--- src/rtl/ddr_cmd_arbiter.sv ---
// DDR4 command-bus arbiter: shares the single command bus between the ACT,
// PRE and CAS requesters. It enforces tRRD/tCCD spacing and runs periodic
// refresh as PREA -> tRP -> REF -> tRFC, with chaining when refreshes are owed.
module ddr_cmd_arbiter #(
  parameter int unsigned T_RRD        = 4,
  parameter int unsigned T_CCD        = 4,
  parameter int unsigned T_RP         = 13,
  parameter int unsigned T_RFC        = 208,
  parameter int unsigned T_REFI       = 6240,
  parameter int unsigned MAX_POSTPONE = 8
) (
  input  logic        clock_t,
  input  logic        reset_n,
  input  logic        act_req,
  input  logic [20:0] act_addr,
  input  logic        pre_req,
  input  logic [3:0]  pre_addr,
  input  logic        cas_req,
  input  logic        cas_rw,
  input  logic [13:0] cas_addr,
  input  logic        rw_idle,
  output logic        act_gnt,
  output logic        pre_gnt,
  output logic        cas_gnt,
  output logic        cmd_valid,
  output logic [2:0]  cmd,
  output logic [20:0] cmd_addr,
  output logic        ref_busy,
  output logic        ref_err
);

  localparam int unsigned ADDR_W   = 21;
  localparam int unsigned CMD_W    = 3;
  localparam int unsigned SP_MAX   = (T_RRD > T_CCD) ? T_RRD : T_CCD;
  localparam int unsigned SP_W     = (SP_MAX > 1) ? $clog2(SP_MAX) : 1;
  localparam int unsigned WAIT_MAX = (T_RP > T_RFC) ? T_RP : T_RFC;
  localparam int unsigned WAIT_W   = (WAIT_MAX > 1) ? $clog2(WAIT_MAX) : 1;
  localparam int unsigned REFI_W   = (T_REFI > 1) ? $clog2(T_REFI) : 1;
  localparam int unsigned OWED_W   = $clog2(MAX_POSTPONE + 1);

  localparam logic [CMD_W-1:0] CMD_NOP  = CMD_W'(0);
  localparam logic [CMD_W-1:0] CMD_ACT  = CMD_W'(1);
  localparam logic [CMD_W-1:0] CMD_PRE  = CMD_W'(2);
  localparam logic [CMD_W-1:0] CMD_RD   = CMD_W'(3);
  localparam logic [CMD_W-1:0] CMD_WR   = CMD_W'(4);
  localparam logic [CMD_W-1:0] CMD_PREA = CMD_W'(5);
  localparam logic [CMD_W-1:0] CMD_REF  = CMD_W'(6);

  typedef enum logic [1:0] {
    ST_ARB      = 2'd0,
    ST_DRAIN    = 2'd1,
    ST_WAIT_RP  = 2'd2,
    ST_WAIT_RFC = 2'd3
  } state_e;

  state_e              state_q, state_d;
  logic [SP_W-1:0]     rrd_q, rrd_d;
  logic [SP_W-1:0]     ccd_q, ccd_d;
  logic [WAIT_W-1:0]   wait_q, wait_d;
  logic [REFI_W-1:0]   refi_q, refi_d;
  logic [OWED_W-1:0]   owed_q, owed_d;
  logic                ref_err_d;
  logic                busy_d;

  logic                act_gnt_c, pre_gnt_c, cas_gnt_c;
  logic [CMD_W-1:0]    cmd_c;
  logic [ADDR_W-1:0]   addr_c;
  logic                refi_exp_c, ref_issue_c;

  // State register
  always_ff @(posedge clock_t or negedge reset_n) begin
    if (!reset_n) state_q <= ST_ARB;
    else          state_q <= state_d;
  end

  // Next-state: refresh sequencing and chaining
  always_comb begin
    state_d = state_q;
    case (state_q)
      ST_ARB:      if (owed_q != '0) state_d = ST_DRAIN;
      ST_DRAIN:    if (rw_idle) state_d = ST_WAIT_RP;
      ST_WAIT_RP:  if (wait_q == '0) state_d = ST_WAIT_RFC;
      ST_WAIT_RFC: if (wait_q == '0) state_d = (owed_q != '0) ? ST_WAIT_RP : ST_ARB;
      default:     state_d = ST_ARB;
    endcase
  end

  // Output decode: fixed-priority grant in ARB, refresh commands otherwise
  always_comb begin
    act_gnt_c = 1'b0;
    pre_gnt_c = 1'b0;
    cas_gnt_c = 1'b0;
    cmd_c     = CMD_NOP;
    addr_c    = '0;
    case (state_q)
      ST_ARB: begin
        if (owed_q == '0) begin
          if (cas_req && (ccd_q == '0)) begin
            cas_gnt_c = 1'b1;
            cmd_c     = cas_rw ? CMD_WR : CMD_RD;
            addr_c    = ADDR_W'(cas_addr);
          end else if (pre_req) begin
            pre_gnt_c = 1'b1;
            cmd_c     = CMD_PRE;
            addr_c    = ADDR_W'(pre_addr);
          end else if (act_req && (rrd_q == '0)) begin
            act_gnt_c = 1'b1;
            cmd_c     = CMD_ACT;
            addr_c    = act_addr;
          end
        end
      end
      ST_DRAIN:    if (rw_idle) cmd_c = CMD_PREA;
      ST_WAIT_RP:  if (wait_q == '0) cmd_c = CMD_REF;
      ST_WAIT_RFC: if ((wait_q == '0) && (owed_q != '0)) cmd_c = CMD_PREA;
      default:     cmd_c = CMD_NOP;
    endcase
  end

  // Counter next values: spacing, refresh wait, refresh interval, owed count
  always_comb begin
    rrd_d = (rrd_q == '0) ? '0 : rrd_q - SP_W'(1);
    if (act_gnt_c) rrd_d = SP_W'(T_RRD - 1);
    ccd_d = (ccd_q == '0) ? '0 : ccd_q - SP_W'(1);
    if (cas_gnt_c) ccd_d = SP_W'(T_CCD - 1);

    wait_d = (wait_q == '0) ? '0 : wait_q - WAIT_W'(1);
    if (cmd_c == CMD_PREA)     wait_d = WAIT_W'(T_RP - 1);
    else if (cmd_c == CMD_REF) wait_d = WAIT_W'(T_RFC - 1);

    refi_exp_c  = (refi_q == '0);
    refi_d      = refi_exp_c ? REFI_W'(T_REFI - 1) : refi_q - REFI_W'(1);
    ref_issue_c = (cmd_c == CMD_REF);

    // Expiry and REF in the same cycle cancel out
    owed_d    = owed_q;
    ref_err_d = ref_err;
    if (refi_exp_c && !ref_issue_c) begin
      if (owed_q == OWED_W'(MAX_POSTPONE)) ref_err_d = 1'b1;
      else                                  owed_d    = owed_q + OWED_W'(1);
    end else if (!refi_exp_c && ref_issue_c) begin
      owed_d = owed_q - OWED_W'(1);
    end

    busy_d = (owed_d != '0) || (state_d != ST_ARB);
  end

  // Datapath and registered bus outputs
  always_ff @(posedge clock_t or negedge reset_n) begin
    if (!reset_n) begin
      rrd_q     <= '0;
      ccd_q     <= '0;
      wait_q    <= '0;
      refi_q    <= REFI_W'(T_REFI - 1);
      owed_q    <= '0;
      ref_err   <= 1'b0;
      ref_busy  <= 1'b0;
      act_gnt   <= 1'b0;
      pre_gnt   <= 1'b0;
      cas_gnt   <= 1'b0;
      cmd_valid <= 1'b0;
      cmd       <= CMD_NOP;
      cmd_addr  <= '0;
    end else begin
      rrd_q     <= rrd_d;
      ccd_q     <= ccd_d;
      wait_q    <= wait_d;
      refi_q    <= refi_d;
      owed_q    <= owed_d;
      ref_err   <= ref_err_d;
      ref_busy  <= busy_d;
      act_gnt   <= act_gnt_c;
      pre_gnt   <= pre_gnt_c;
      cas_gnt   <= cas_gnt_c;
      cmd_valid <= (cmd_c != CMD_NOP);
      cmd       <= cmd_c;
      cmd_addr  <= addr_c;
    end
  end

endmodule

--- config.mk ---
export PLATFORM = sky130hd
export DESIGN_NAME = ddr_cmd_arbiter
export DESIGN_NICKNAME = d
export VERILOG_FILES = /design/src/rtl/ddr_cmd_arbiter.sv
export SDC_FILE = /design/constraint.sdc
export NUM_CORES = 1
export LEC_CHECK = 0
export ABC_AREA = 1
export ABC_CLOCK_PERIOD_IN_PS = 1800
export CAP_MARGIN = 20
export CORE_ASPECT_RATIO = 0.6
export CORE_MARGIN = 2
export CORE_UTILIZATION = 49
export CTS_CLUSTER_SIZE = 20
export DETAILED_ROUTE_END_ITERATION = 10
export GPL_ROUTABILITY_DRIVEN = 0
export PLACE_DENSITY = 0.82
export SLEW_MARGIN = 20
export SYNTH_ARGS = -nofsm -noshare
export SYNTH_HDL_FRONTEND = slang
export SYNTH_SLANG_ARGS = --single-unit
--- constraint.sdc ---
create_clock -name clock_t -period 1.8 [get_ports clock_t]
set_input_delay 0.27 -clock clock_t [delete_from_list [all_inputs] [get_ports clock_t]]
set_output_delay 0.27 -clock clock_t [all_outputs]
set_load 0.05 [all_outputs]
==> qor.yml <==
route:
  postRouteAntennaNets: 0
  drt-total-wl_mm: 6.82
  wl_per_cell_um: 13.7
  first_pass_iters: 5
  drt_first_iter_violations: 81
  drc: 0
  viasPerCell: 4.90
  vias: 2445
grt:
  grt_remaining_overflow: 0
  grt_util_all_layers_pct: 22.1
  antenna_found_initial: 0
  grt_max_degree: 62
  grt_pass1_vias: 2446
  grt_pass1_wl_mm: 11.5
critical_path:
  cpLargestDelayFamily: "buffers and inverters"
  startpoint: "ref_err"
  critPathMaxFanout: 2
  r2r_start: "wait_q[1]"
  crit_path_top_delay_cell: "clkdlybuf4s50_1"
  end_kind: "output port"
  crit_buf_inv: 1
  worstReg2RegEnd: "ref_busy"
  crit_arrival_ns: 1.51
  critPathKind: "reg -> out"
  r2r_cells: 11
  cp_cell_sequence: "clkdlybuf4s50_1"
  rrSetupSlack_ns: 0.13
  slowest_delay_ns: 0.80
  start_kind: "flop"
  required_ns: 1.53
floorplanning:
  die_area_mm2: 0.00676
  row_count: 21
  num_io_pins: 76
  initial_core_util_pct: 52.1
  core_mm2: 0.00573
  fp.dieH_um: 64.5
  chipWidth_um: 105
finish:
  stdcell_area_mm2: 0.00410
  final_nets: 467
  drive_above_1_share_pct: 18.9
  final_common_cell: "clkdlybuf4s50_1"
  instances_no_fill: 499
  mostFrequentLayoutCells: "clkdlybuf4s50_1, nand2_1, dfrtp_1, inv_1, nor2_1"
  n_antenna_cell: 0
  syn_to_final_growth_pct: 37.3
hold_path:
  hold_depth: 3
  hp-start: "act_addr[16]"
  hp-class: "in -> reg"
  min_to: "cmd_addr[16]"
cts:
  clock_insertion_delay_worst_skew_ns: 0.34
  cts_buffers: 9
  cts_tree: "done"
  htreeDepth: 3
  cts_sinks: 61
  path_clk_slew_ns: 0.07
  cts_root_buffer: "clkbuf_8"
  clock_path_buffers: 2
timing:
  setup_tns_ns: 0
  worst_hold_slack_ns: 0.447
  finalCritPeriodShare_pct: 98.6
  timing.fmax_ghz: 0.563
  finClkSkew_ns: 0.00982
  tightest_slew_ns: 0.536
  slew_headroom_pct: 64.2
  setup_viol: 0
  finalMaxSlewViolations: 0
  min_period_ns: 1.78
  finalHoldViolCount: 0
synth:
  syn_area_mm2: 0.00299
  yosysUniqueCellTypes: 35
  synth_top_flop_cell: "dfrtp_1"
  synth_warnings: 0
  synth_edf_count: 0
  synth_cells: 324
  synthArstFlopShare_pct: 100
  synth_nets: 376
  avgSynthCellArea_um2: 9.22
  seq_area_frac_synth_pct: 51.4
  ys_ff_latch: 61
power:
  leakage_nw: 2.02
  p_seq_share_pct: 54.2
  p_int_mw: 1.99
  switchingPower_mw: 0.539
  switching_share_pct: 21.3
  clock_power_share_pct: 40.0
  power_density_mw_per_mm2: 617
  combPwrFrac_pct: 5.8
  power.ir.vdd_worst_v: 0.000459
place:
  place_inst: 481
  io_buffers: 75
  placed_cell_area_mm2: 0.00387
  dpl.hpwl_mm: 5.15
run:
  cap_violations: 0
run_status:
  status: "complete, no violations"
## worst min-delay path, delay by kind of cell
kind                   cells  cell delay, ns
and+or+nand+nor            1            0.04
buffers and inverters      2            0.44
## cells by family (layout without fill, tap and decap cells)
group,Yosys count,after routing,share of synthesized area (%)
AOI/OAI and AO/OA,40,40,8.25
xor gates and xnor gates,9,9,2.64
adders and majority gates,6,6,2.51
buffers and inverters,53,148,7.29
DFF,61,61,51.4
and+or+nand+nor,155,155,27.9
## final cells by class
class                      count  area (um^2)
fill                         459         1630
sequential                    61         1540
multi-input combinational    210         1270
timing repair buffer          82          831
inverter                      51          199
clock buffer                  13          149
tap                           80          100
clock inverter                 2         10.0
## power by group through the flow
stage	Clock, mW	Sequential (mW)	Combinational, mW
finish	1.01	1.37	0.146
global placement	0	1.40	0.145
floorplan	0	1.40	0.0144
global route	1.12	1.37	0.161
CTS	1.05	1.37	0.149
detailed placement	0	1.40	0.146
## synth_stat cells (8+ instances only)
cell | n | area [um^2]
a21oi_1 | 9 | 45.0
a22o_1 | 10 | 87.6
dfrtp_1 | 53 | 1330
dfstp_2 | 8 | 210
inv_1 | 42 | 158
nand2_1 | 58 | 218
nand3_1 | 26 | 130
nor2_1 | 29 | 109
nor2_4 | 8 | 90.1
o21ai_0 | 15 | 75.1
xor2_1 | 8 | 70.1
## worst max path at each step
stage	slack [ns]	cells past startpoint	to
after detailed placement	0.05	11	ref_busy
after global placement	0.09	11	ref_busy
after floorplan	0.21	12	ref_busy
final	0.02	1	ref_err
after global routing	-0.03	11	ref_busy
after CTS	0.005	1	cmd_addr[15]
## timing repair
action | 4_1_cts | 5_1_grt
hold endpoints to repair | 53 | 0
hold buffers | 1 | 0
setup endpoints to repair | 0 | 26
resized for setup | 0 | 16
setup buffers | 0 | 2
## flip-flops by register name (all words and copies together), names as in the netlist
signal and flops:
owed_q 4, cmd 3, ccd_q 2, wait_q 8, ref_err 1, rrd_q 2
cmd_addr 21, pre_gnt 1, ref_busy 1, cas_gnt 1, state_q 2, refi_q 13
act_gnt 1, cmd_valid 1
## through the flow
stage	setup WS (ns)	utilization (%)	power, mW
after floorplan	0.205	-	1.41
after global placement	0.0898	67.5	1.54
after detailed placement	0.0465	67.5	1.54
after CTS	0.00508	70.4	2.57
after global routing	-0.0256	71.6	2.65
final	0.0248	71.6	2.53
## per-layer routing
layer  part of all wire [%]  GRT usage, %  routed length [um]
met1                     47          30.7                3190
met2                     45          31.7                3080
met3                    6.0          7.55                 411
met4                    2.1          9.50                 141
met5                      0             0                   0
(Power assumes the default switching activity.)
